### src/rtl/bt_ast_pkg.sv
// -----------------------------------------------------------------------------
// bt_ast_pkg
// Shared types and constants for the BT.656 Avalon-ST frame arbiter.
//   arb_state_t     : arbitration FSM states
//   PKT_TYPE_CTRL   : packet type nibble of a control packet
//   PKT_TYPE_VIDEO  : packet type nibble of a video packet
//   is_ctrl_sop()   : true when a head beat opens a control packet
// -----------------------------------------------------------------------------
package bt_ast_pkg;

    typedef enum logic [2:0] {
        IDLE,
        CTRL,
        GAP,
        VIDEO,
        CLOSE
    } arb_state_t;

    localparam logic [3:0] PKT_TYPE_CTRL  = 4'hF;
    localparam logic [3:0] PKT_TYPE_VIDEO = 4'h0;

    function automatic logic is_ctrl_sop(input logic valid, input logic sop,
                                         input logic [3:0] ptype);
        return valid && sop && (ptype == PKT_TYPE_CTRL);
    endfunction

endpackage

### src/rtl/ast_out_reg.sv
// -----------------------------------------------------------------------------
// ast_out_reg
// Registered Avalon-ST source stage (one cycle latency, ready latency 0).
// Ports:
//   clock, reset_n         : clock, asynchronous active-low reset
//   load                   : a beat is presented for capture (only when free)
//   load_data/sop/eop      : beat contents to capture
//   dout_ready             : downstream ready
//   free                   : register can take a beat this cycle
//   dout_data/valid/sop/eop: registered source outputs
// -----------------------------------------------------------------------------
module ast_out_reg #(
    parameter int DATA_WIDTH = 8
) (
    input  logic                  clock,
    input  logic                  reset_n,
    input  logic                  load,
    input  logic [DATA_WIDTH-1:0] load_data,
    input  logic                  load_sop,
    input  logic                  load_eop,
    input  logic                  dout_ready,
    output logic                  free,
    output logic [DATA_WIDTH-1:0] dout_data,
    output logic                  dout_valid,
    output logic                  dout_startofpacket,
    output logic                  dout_endofpacket
);

    logic [DATA_WIDTH-1:0] data_p1;
    logic                  vld_p1;
    logic                  sop_p1;
    logic                  eop_p1;

    assign free = !vld_p1 || dout_ready;

    // Stage p1: output register; holds its beat while downstream stalls.
    always_ff @(posedge clock or negedge reset_n) begin
        if (!reset_n) begin
            vld_p1  <= 1'b0;
            data_p1 <= '0;
            sop_p1  <= 1'b0;
            eop_p1  <= 1'b0;
        end else if (free) begin
            vld_p1 <= load;
            if (load) begin
                data_p1 <= load_data;
                sop_p1  <= load_sop;
                eop_p1  <= load_eop;
            end
        end
    end

    assign dout_data          = data_p1;
    assign dout_valid         = vld_p1;
    assign dout_startofpacket = sop_p1;
    assign dout_endofpacket   = eop_p1;

endmodule

### src/rtl/ast_frame_arbiter.sv
// -----------------------------------------------------------------------------
// ast_frame_arbiter
// Frame-granular arbiter sharing one Avalon-ST source between two BT.656
// capture channels. A frame is a control packet (type F) followed by a video
// packet (type 0); the grant only changes between frames.
// Ports:
//   clock, reset_n               : clock, asynchronous active-low reset
//   sel_mode, sel_fixed          : 0 = fixed source sel_fixed, 1 = round-robin
//   in0_* / in1_*                : Avalon-ST sinks (ready latency 0)
//   dout_*                       : Avalon-ST source (registered)
//   active_src                   : source currently or last granted
//   frame_count                  : completed video packets (wraps)
//   timeout_pulse                : one-cycle pulse when the watchdog closes a frame
// Build option:
//   DROP_UNSELECTED_EN : the non-granted input is drained and discarded instead
//                        of being back-pressured.
// -----------------------------------------------------------------------------
module ast_frame_arbiter
    import bt_ast_pkg::*;
#(
    parameter int DATA_WIDTH     = 8,
    parameter int TIMEOUT_CYCLES = 1048576,
    parameter int TO_WIDTH       = 21
) (
    input  logic                  clock,
    input  logic                  reset_n,
    input  logic                  sel_mode,
    input  logic                  sel_fixed,
    input  logic [DATA_WIDTH-1:0] in0_data,
    input  logic                  in0_valid,
    input  logic                  in0_startofpacket,
    input  logic                  in0_endofpacket,
    output logic                  in0_ready,
    input  logic [DATA_WIDTH-1:0] in1_data,
    input  logic                  in1_valid,
    input  logic                  in1_startofpacket,
    input  logic                  in1_endofpacket,
    output logic                  in1_ready,
    output logic [DATA_WIDTH-1:0] dout_data,
    output logic                  dout_valid,
    output logic                  dout_startofpacket,
    output logic                  dout_endofpacket,
    input  logic                  dout_ready,
    output logic                  active_src,
    output logic [15:0]           frame_count,
    output logic                  timeout_pulse
);

    localparam logic [TO_WIDTH-1:0] WD_LAST = TO_WIDTH'(TIMEOUT_CYCLES - 1);

    arb_state_t            state, next_state;
    logic                  grant, next_grant;
    logic                  last_src;
    logic                  pkt_open;
    logic [TO_WIDTH-1:0]   wd_cnt;

    logic [DATA_WIDTH-1:0] in_data [2];
    logic [1:0]            in_valid, in_sop, in_eop, in_ready;
    logic [1:0]            ctrl_sop, cand, elig;

    logic                  free, load, ld_sop, ld_eop;
    logic [DATA_WIDTH-1:0] ld_data;
    logic                  in_frame, acc, wd_expired, frame_done, pulse_set;
    logic [3:0]            g_type;

    assign in_data[0] = in0_data;
    assign in_data[1] = in1_data;
    assign in_valid   = {in1_valid, in0_valid};
    assign in_sop     = {in1_startofpacket, in0_startofpacket};
    assign in_eop     = {in1_endofpacket, in0_endofpacket};
    assign ctrl_sop[0] = is_ctrl_sop(in0_valid, in0_startofpacket, in0_data[3:0]);
    assign ctrl_sop[1] = is_ctrl_sop(in1_valid, in1_startofpacket, in1_data[3:0]);

    assign in0_ready  = in_ready[0];
    assign in1_ready  = in_ready[1];
    assign active_src = grant;

    always_comb begin
        next_state = state;
        next_grant = grant;
        in_ready   = 2'b00;
        load       = 1'b0;
        ld_data    = in_data[grant];
        ld_sop     = in_sop[grant];
        ld_eop     = in_eop[grant];
        frame_done = 1'b0;
        pulse_set  = 1'b0;
        g_type     = in_data[grant][3:0];
        cand       = sel_mode ? 2'b11 : (sel_fixed ? 2'b10 : 2'b01);
        elig       = cand & ctrl_sop;
        in_frame   = (state == CTRL) || (state == GAP) || (state == VIDEO);
        acc        = in_frame && in_valid[grant] && free;
        // A stalled output pauses the watchdog, so it can only expire when free.
        wd_expired = in_frame && free && !acc && (wd_cnt == WD_LAST);

        case (state)
            IDLE: begin
                // Grant without consuming: the ctrl SOP is forwarded from CTRL.
                // Candidate heads that are not a ctrl SOP are drained to resync.
                in_ready = cand & in_valid & ~ctrl_sop;
                if (elig == 2'b11) begin
                    next_grant = !last_src;
                    next_state = CTRL;
                end else if (elig[0]) begin
                    next_grant = 1'b0;
                    next_state = CTRL;
                end else if (elig[1]) begin
                    next_grant = 1'b1;
                    next_state = CTRL;
                end
            end
            CTRL: begin
                in_ready[grant] = free;
                if (acc) begin
                    load = 1'b1;
                    if (in_eop[grant]) next_state = GAP;
                end else if (wd_expired) begin
                    next_state = CLOSE;
                end
            end
            GAP: begin
                // Only a new SOP is forwarded; stray non-SOP beats are dropped.
                in_ready[grant] = free;
                if (acc) begin
                    if (in_sop[grant]) begin
                        load = 1'b1;
                        if (g_type == PKT_TYPE_VIDEO) begin
                            if (in_eop[grant]) begin
                                frame_done = 1'b1;
                                next_state = IDLE;
                            end else begin
                                next_state = VIDEO;
                            end
                        end else if (!in_eop[grant]) begin
                            next_state = CTRL;
                        end
                    end
                end else if (wd_expired) begin
                    next_state = CLOSE;
                end
            end
            VIDEO: begin
                in_ready[grant] = free;
                if (acc) begin
                    load = 1'b1;
                    if (in_eop[grant]) begin
                        frame_done = 1'b1;
                        next_state = IDLE;
                    end
                end else if (wd_expired) begin
                    next_state = CLOSE;
                end
            end
            CLOSE: begin
                // Terminate an open packet with a synthetic EOP beat.
                if (!pkt_open || free) begin
                    load       = pkt_open;
                    ld_data    = '0;
                    ld_sop     = 1'b0;
                    ld_eop     = 1'b1;
                    pulse_set  = 1'b1;
                    next_state = IDLE;
                end
            end
            default: next_state = IDLE;
        endcase

`ifdef DROP_UNSELECTED_EN
        if (state == IDLE) begin
            in_ready = in_ready | (~cand & in_valid);
        end else begin
            in_ready[!grant] = in_valid[!grant];
        end
`endif
    end

    always_ff @(posedge clock or negedge reset_n) begin
        if (!reset_n) begin
            state         <= IDLE;
            grant         <= 1'b0;
            last_src      <= 1'b1;
            pkt_open      <= 1'b0;
            wd_cnt        <= '0;
            frame_count   <= '0;
            timeout_pulse <= 1'b0;
        end else begin
            state         <= next_state;
            grant         <= next_grant;
            timeout_pulse <= pulse_set;
            if (frame_done) begin
                frame_count <= frame_count + 16'd1;
                last_src    <= grant;
            end
            if (load) begin
                if (ld_eop) pkt_open <= 1'b0;
                else if (ld_sop) pkt_open <= 1'b1;
            end
            if (!in_frame || acc) wd_cnt <= '0;
            else if (free) wd_cnt <= wd_cnt + TO_WIDTH'(1);
        end
    end

    // Stage p0 -> p1: selected beat into the output register.
    ast_out_reg #(
        .DATA_WIDTH(DATA_WIDTH)
    ) u_out_reg (
        .clock              (clock),
        .reset_n            (reset_n),
        .load               (load),
        .load_data          (ld_data),
        .load_sop           (ld_sop),
        .load_eop           (ld_eop),
        .dout_ready         (dout_ready),
        .free               (free),
        .dout_data          (dout_data),
        .dout_valid         (dout_valid),
        .dout_startofpacket (dout_startofpacket),
        .dout_endofpacket   (dout_endofpacket)
    );

endmodule

### config.mk
export PLATFORM = sky130hd
export DESIGN_NAME = ast_frame_arbiter
export DESIGN_NICKNAME = d
export VERILOG_FILES = /design/src/rtl/bt_ast_pkg.sv /design/src/rtl/ast_out_reg.sv /design/src/rtl/ast_frame_arbiter.sv
export SDC_FILE = /design/constraint.sdc
export NUM_CORES = 1
export LEC_CHECK = 0
export CAP_MARGIN = 20
export CORE_MARGIN = 4
export CORE_UTILIZATION = 52
export DETAILED_ROUTE_END_ITERATION = 8
export PLACE_DENSITY = 0.8
export RECOVER_POWER = 100
export SLEW_MARGIN = 20
export SYNTH_ARGS = -nofsm -noshare
export SYNTH_HDL_FRONTEND = slang
export SYNTH_SLANG_ARGS = --single-unit
### constraint.sdc
create_clock -name clock -period 2.25 [get_ports clock]
set_input_delay 0.3375 -clock clock [delete_from_list [all_inputs] [get_ports clock]]
set_output_delay 0.3375 -clock clock [all_outputs]
set_load 0.03 [all_outputs]
== After elaboration in Yosys (flattened, before gate mapping) ==
Index checks and enable logic that the tools add are counted.

* Bitwise gates (word level): 6
* $add $sub $neg: 2
* Magnitude comparators: 3
* $mul: 0
* Reductions and logical operators: 31
* Div/mod/pow operators: 0
* Equal/unequal tests: 14
* Mux-type cells: 55
* Shifts and indexed selects: 0

{| class="wikitable"
|+ Operators by type and width
! kind !! count
|-
| $mux 21 || 2
|-
| $mux 8 || 5
|-
| $mux 3 || 13
|-
| $mux 1 || 27
|-
| $add 21x1->21 const B || 1
|-
| $eq 21x20->1 const B || 1
|-
| $add 16x1->16 const B || 1
|-
| $pmux 3 s5 || 1
|-
| $logic_and 1x1->1 || 10
|-
| $and 2x2->2 || 4
|-
| $eq 4x4->1 const B || 2
|-
| $ne 4x4->1 const B || 2
|-
| $eq 3x2->1 const B || 2
|-
| $mux 2 || 3
|-
| $ne 3x2->1 const B || 2
|-
| $reduce_and 2->1 || 3
|-
| $reduce_and 6->1 || 1
|-
| $logic_not 1->1 || 5
|-
| $logic_or 1x1->1 || 5
|-
| $logic_not 4->1 || 1
|-
| $pmux 2 s2 || 1
|-
| $reduce_bool 2->1 || 2
|-
| $eq 3x1->1 const B || 1
|-
| $eq 3x3->1 const B || 1
|-
| other kinds (15) || 15
|}

* Memories kept: 0
* Bits in read-only memories: 0
* Memory bits (writable): 0
* Flip-flop bits (word level): 55
* Latch bits: 0

== Logic depth before layout (Yosys ltp) ==
* Depth in word-level cells: 11
* Mapped depth: 8
* Depth with buffers taken out: 7

== Hierarchy ==
From an unflattened synthesis, not the netlist that was laid out.

* Cell total of the unflattened synthesis: 312
* Area total of the unflattened synthesis: 3110.5 um2

{| class="wikitable"
|+ Modules (own cells, without submodules)
! module !! times used !! cells each !! area an instance (um2)
|-
| ast_frame_arbiter || 1 || 288 || 2645.0
|-
| ast_out_reg || 1 || 24 || 465.4
|}

== Worst setup path before layout ==
OpenSTA, ideal clock, no wires.

* Path kind: reg2out
* From: register grant, in the netlist active_src
* To: output port in0_ready
* Data required time: 1.913 ns
* Stages on the path, launching flop included: 4
* Path buffers: 2
* Setup slack: 0.011 ns
* Arrival: 1.902 ns
* Cell sequence: dfrtp_1 -> buf_2 -> buf_1 -> o32ai_1

* Cells in the longest elaborated chain, start to end: 6
* Elaborated cells between the ends (all ways): 7
* Classes of those cells: order compare (2); mux (3); bitwise (1); reduce/logical (1)

{| class="wikitable"
|+ RTL lines
! element !! line !! RTL
|-
| from (decl) || ast_frame_arbiter.sv:52 || <nowiki>logic grant, next_grant;</nowiki>
|-
| from (signal assigned) || ast_frame_arbiter.sv:188 || <nowiki>grant <= next_grant;</nowiki>
|-
| $lt 1x2->1 (implied by the code) or $ge 1x1->1 (tied branches) || ast_frame_arbiter.sv:113, ast_frame_arbiter.sv:123, ast_frame_arbiter.sv:143 ||
|-
| $logic_and 1x1->1 (implied by the code) || ast_frame_arbiter.sv:113, ast_frame_arbiter.sv:123, ast_frame_arbiter.sv:143 ||
|-
| $mux 1 (implied by the code) || ast_frame_arbiter.sv:113, ast_frame_arbiter.sv:123, ast_frame_arbiter.sv:143 ||
|-
| $demux 1 s1 (*) || ast_frame_arbiter.sv:113, ast_frame_arbiter.sv:123, ast_frame_arbiter.sv:143 ||
|-
| $and 2x2->2 (no source line) (*) || n/a ||
|-
| $pmux 2 s2 (*) || ast_frame_arbiter.sv:96 || <nowiki>case (state)</nowiki>
|-
| to (decl) || ast_frame_arbiter.sv:33 || <nowiki>output logic in0_ready,</nowiki>
|}

Mark *: on every way between the ends. The rest lies on a longest branch, timed or not.

== Worst setup path after layout ==
* From: register state[2]
* To: output port in1_ready

* Cells in the longest elaborated chain, start to end: 3
* Elaborated cells between the ends (all ways): 6
* Classes of those cells: eq/ne (3); mux (1); reduce/logical (2)

{| class="wikitable"
|+ RTL lines
! element !! line !! RTL
|-
| from (decl) || ast_frame_arbiter.sv:51 || <nowiki>arb_state_t state, next_state;</nowiki>
|-
| from (signal assigned) || ast_frame_arbiter.sv:187 || <nowiki>state <= next_state;</nowiki>
|-
| $eq 3x1->1 or $eq 3x2->1 (tied branches) || ast_frame_arbiter.sv:96 ||
|-
| $reduce_or 3->1 (no source line) || n/a ||
|-
| $pmux 2 s2 (*) || ast_frame_arbiter.sv:96 ||
|-
| to (decl) || ast_frame_arbiter.sv:38 || <nowiki>output logic in1_ready,</nowiki>
|}

Marked as above.

==> summary.md <==
| Metric | Value |
|---|---|
| Synthesis warning total | 0 |
| Post-Place Setup Slack | -0.03523 ns |
| Final setup vio count | 0 |
| Max-Cap Viols | 0 |
| Synth-to-Final Area Change | 28.88% |
| Crit path required time | 1.91 ns |
| Grt total ovfl | 0 |
| I/O Pins | 58 |
| Initial antenna violation count | 0 |
| # diodes | 0 |
| Minimum clock period | 2.152 ns |
| Clock latency on the worst-skew pair | 0.31 ns |
| Worst setup margin | 0.09843 ns |
| Die ar. | 6988 um^2 |
| Post-route ant nets | 0 |
| Maximum clock rate | 0.4648 GHz |
| Startpoint types | flop |
| Worst-margin pin slew | 1.338 ns |
| CTS sink count | 55 |
| Final HPWL DP | 5222 um |
| Period utilization | 95.63% |
| Drt initial violations | 146 |
| DIE WIDTH | 83.60 um |
| Total GRT Usage | 20.97% |
| Layout cells sized above 1 | 12.83% |
| Most common cell in the netlist | dfrtp_1 |
| Core ar. | 5540 um^2 |
| Via count | 2577 |
| TritonCTS clock tree | built |
| Largest net degree at the start of global routing | 56 |
| Drt wl/cell | 15.02 um |
| Post-synth EDFFs | 0 |
| Seq/Total Area, Yosys | 46.36% |
| Fillers | 449 |
| Pleak | 1.672 nW |
| Relative slew slack | 10.79% |
| RSZ-0062 raised after global routing | false |
| Worst EP arrival | 1.81 ns |
| R2R Path Start | wd_cnt[0] |
| GP Congestion | 0.9033 |
| FF+latch count, synth | 55 |
| # rows | 27 |
| Setup bufs post-CTS | 0 |
| Port Buffer Count | 57 |
| Final hold vios | 0 |
| Slew Viols, Final | 0 |
| Share of the synthesized area in the top cell type | 45.47% |
| Most used DFF post-synth | dfrtp_1 |
| VDD IR max | 0.8168 mV |
| Number of standard cells after synthesis | 301 |
| Post-route core utilization | 69.13% |
| Post-Route WL | 6817 um |
| Pwr dens | 822.1 nW/um^2 |
| FF-to-FF path depth | 7 |
| Max Clock Skew | 0.008068 ns |
| Cell variety after synth | 54 |
| Crit path from | state[2] |
| Clock buffer depth | 2 |
| Clock root buffer master | clkbuf_8 |
| Post-Syn Area | 2972 um^2 |
| Post-synthesis area per instance | 9.872 um^2 |
| Vias in the first global route | 2650 |
| Vias per std cell | 5.676 |
| Biggest area consumer among synthesized cells | dfrtp_1 |
| WS Path Type | flop to output port |
| CTS clk-pin slew, worst paths | 0.09 ns |
| Async set-reset flop share out of synthesis | 100.0% |
| Main area contributors after synthesis | dfrtp_1, xnor2_1, nand2_1, mux2i_1, nor2_1 |
| Maximum fanout along the worst path | 11 |
| HP Class | input pin to asynchronous set/reset pin |
| Syn Nets | 330 |
| Status | finished clean |
| TritonCTS Buffers | 5 |
| R2r endpoint | state[0] |
| TritonRoute pass-1 iters | 4 |
| Setup crit end kind | output port |
| Post-route DRC | 0 |
| H-tree depth | 2 |
| Commonest cells in the netlist | dfrtp_1, nand2_1, nor2_1, o21ai_0, xnor2_1 |
| First-pass GRT wire length | 12140 um |
| Reg2reg setup slack | 0.13 ns |
| Starting density of the core | 53.64% |
| NumNets Final | 411 |
| Die Ht | 83.60 um |
-- per-layer routing --
layer | wire length, um | up-vias | track usage, %
li1 | - | 1253 | -
met1 | 3137 | 1231 | 28.08
met4 | 128 | 0 | 5.702
met5 | 0 | - | 0
met2 | 3134 | 81 | 34.35
met3 | 416 | 12 | 4.738
-- repair_timing --
action / CTS / global route
setup endpoints to repair: 0 / 1
resized for setup: 0 / 1
hold buffers: 0 / 0
-- report_power, final --
part / switching [mW] / internal, mW / leakage, nW
sequential: 0.0974 / 1.12 / 0.738
combinational: 0.854 / 0.531 / 0.886
clock: 0.301 / 0.242 / 0.0470
total: 1.25 / 1.90 / 1.67
-- cell type report --
type	count	area, um^2	share of cell area, %
sequential	55	1378	35.97
inverter	4	15.01	0.3920
clock buffer	6	82.58	2.156
timing repair buffer	86	744.5	19.44
multi-input combinational	230	1515	39.56
tap	72	90.09	2.352
clock inverter	1	5.005	0.1307
-- registers in the layout, summed over array words and instances (netlist names) --
register	cells
u_out_reg.dout_valid	1
frame_count	16
u_out_reg.dout_startofpacket	1
state	3
last_src	1
timeout_pulse	1
pkt_open	1
wd_cnt	21
u_out_reg.dout_endofpacket	1
u_out_reg.dout_data	8
active_src	1
-- worst max-delay path: stages (launching register included) --
cell and delay (ns):
dfrtp_1 0.50, o21bai_1 0.28, nor2_2 0.30, nand2_1 0.09
o21ai_0 0.10, buf_2 0.24
-- stage by stage --
step	total power [mW]	cells	hold WS, ns	area [um^2]	setup TNS, ns
after floorplan	2.082	301	0.04191	2972	0
after global placement	2.661	447	0.3565	3786	0
after detailed placement	2.686	447	0.3591	3786	-0.1317
after CTS	3.235	454	0.02179	3874	0
after global routing	3.354	454	0.4787	3830	0
final	3.149	454	0.4002	3830	0
-- cell families (layout without fill, tap and decap cells) --
logic type	after synthesis	after routing	share of synthesized area, %
flops	55	55	46.36
xor+xnor	25	25	7.368
buf+inv	16	97	2.737
mux	15	15	5.347
fa+ha+maj	2	2	0.8420
simple gates	129	129	23.75
compound gates	59	59	13.60
-- cell usage in the layout (no fill, tap or decap), types with 3 or more instances in the layout --
| cell | count |
|---|---|
| and3_1 | 7 |
| nor2_1 | 27 |
| a21oi_1 | 7 |
| clkdlybuf4s50_1 | 24 |
| dfrtp_1 | 54 |
| nand4_1 | 16 |
| inv_1 | 4 |
| clkbuf_1 | 7 |
| clkbuf_8 | 6 |
| o21ai_0 | 20 |
| mux2_2 | 3 |
| or3_1 | 5 |
| xnor2_1 | 19 |
| nor2b_1 | 5 |
| xor2_1 | 6 |
| dlygate4sd3_1 | 30 |
| nand2b_1 | 4 |
| nand2_1 | 32 |
| nor3_1 | 7 |
| o31ai_1 | 11 |
| buf_4 | 21 |
| nand3_1 | 10 |
| mux2i_1 | 11 |
-- worst max-delay path by stage --
stage	cells past startpoint	to
after floorplan	3	in0_ready
after global placement	7	frame_count[11]
after CTS	5	in1_ready
after detailed placement	7	frame_count[13]
final	5	in1_ready
after global routing	5	in1_ready
(Power assumes the default switching activity.)
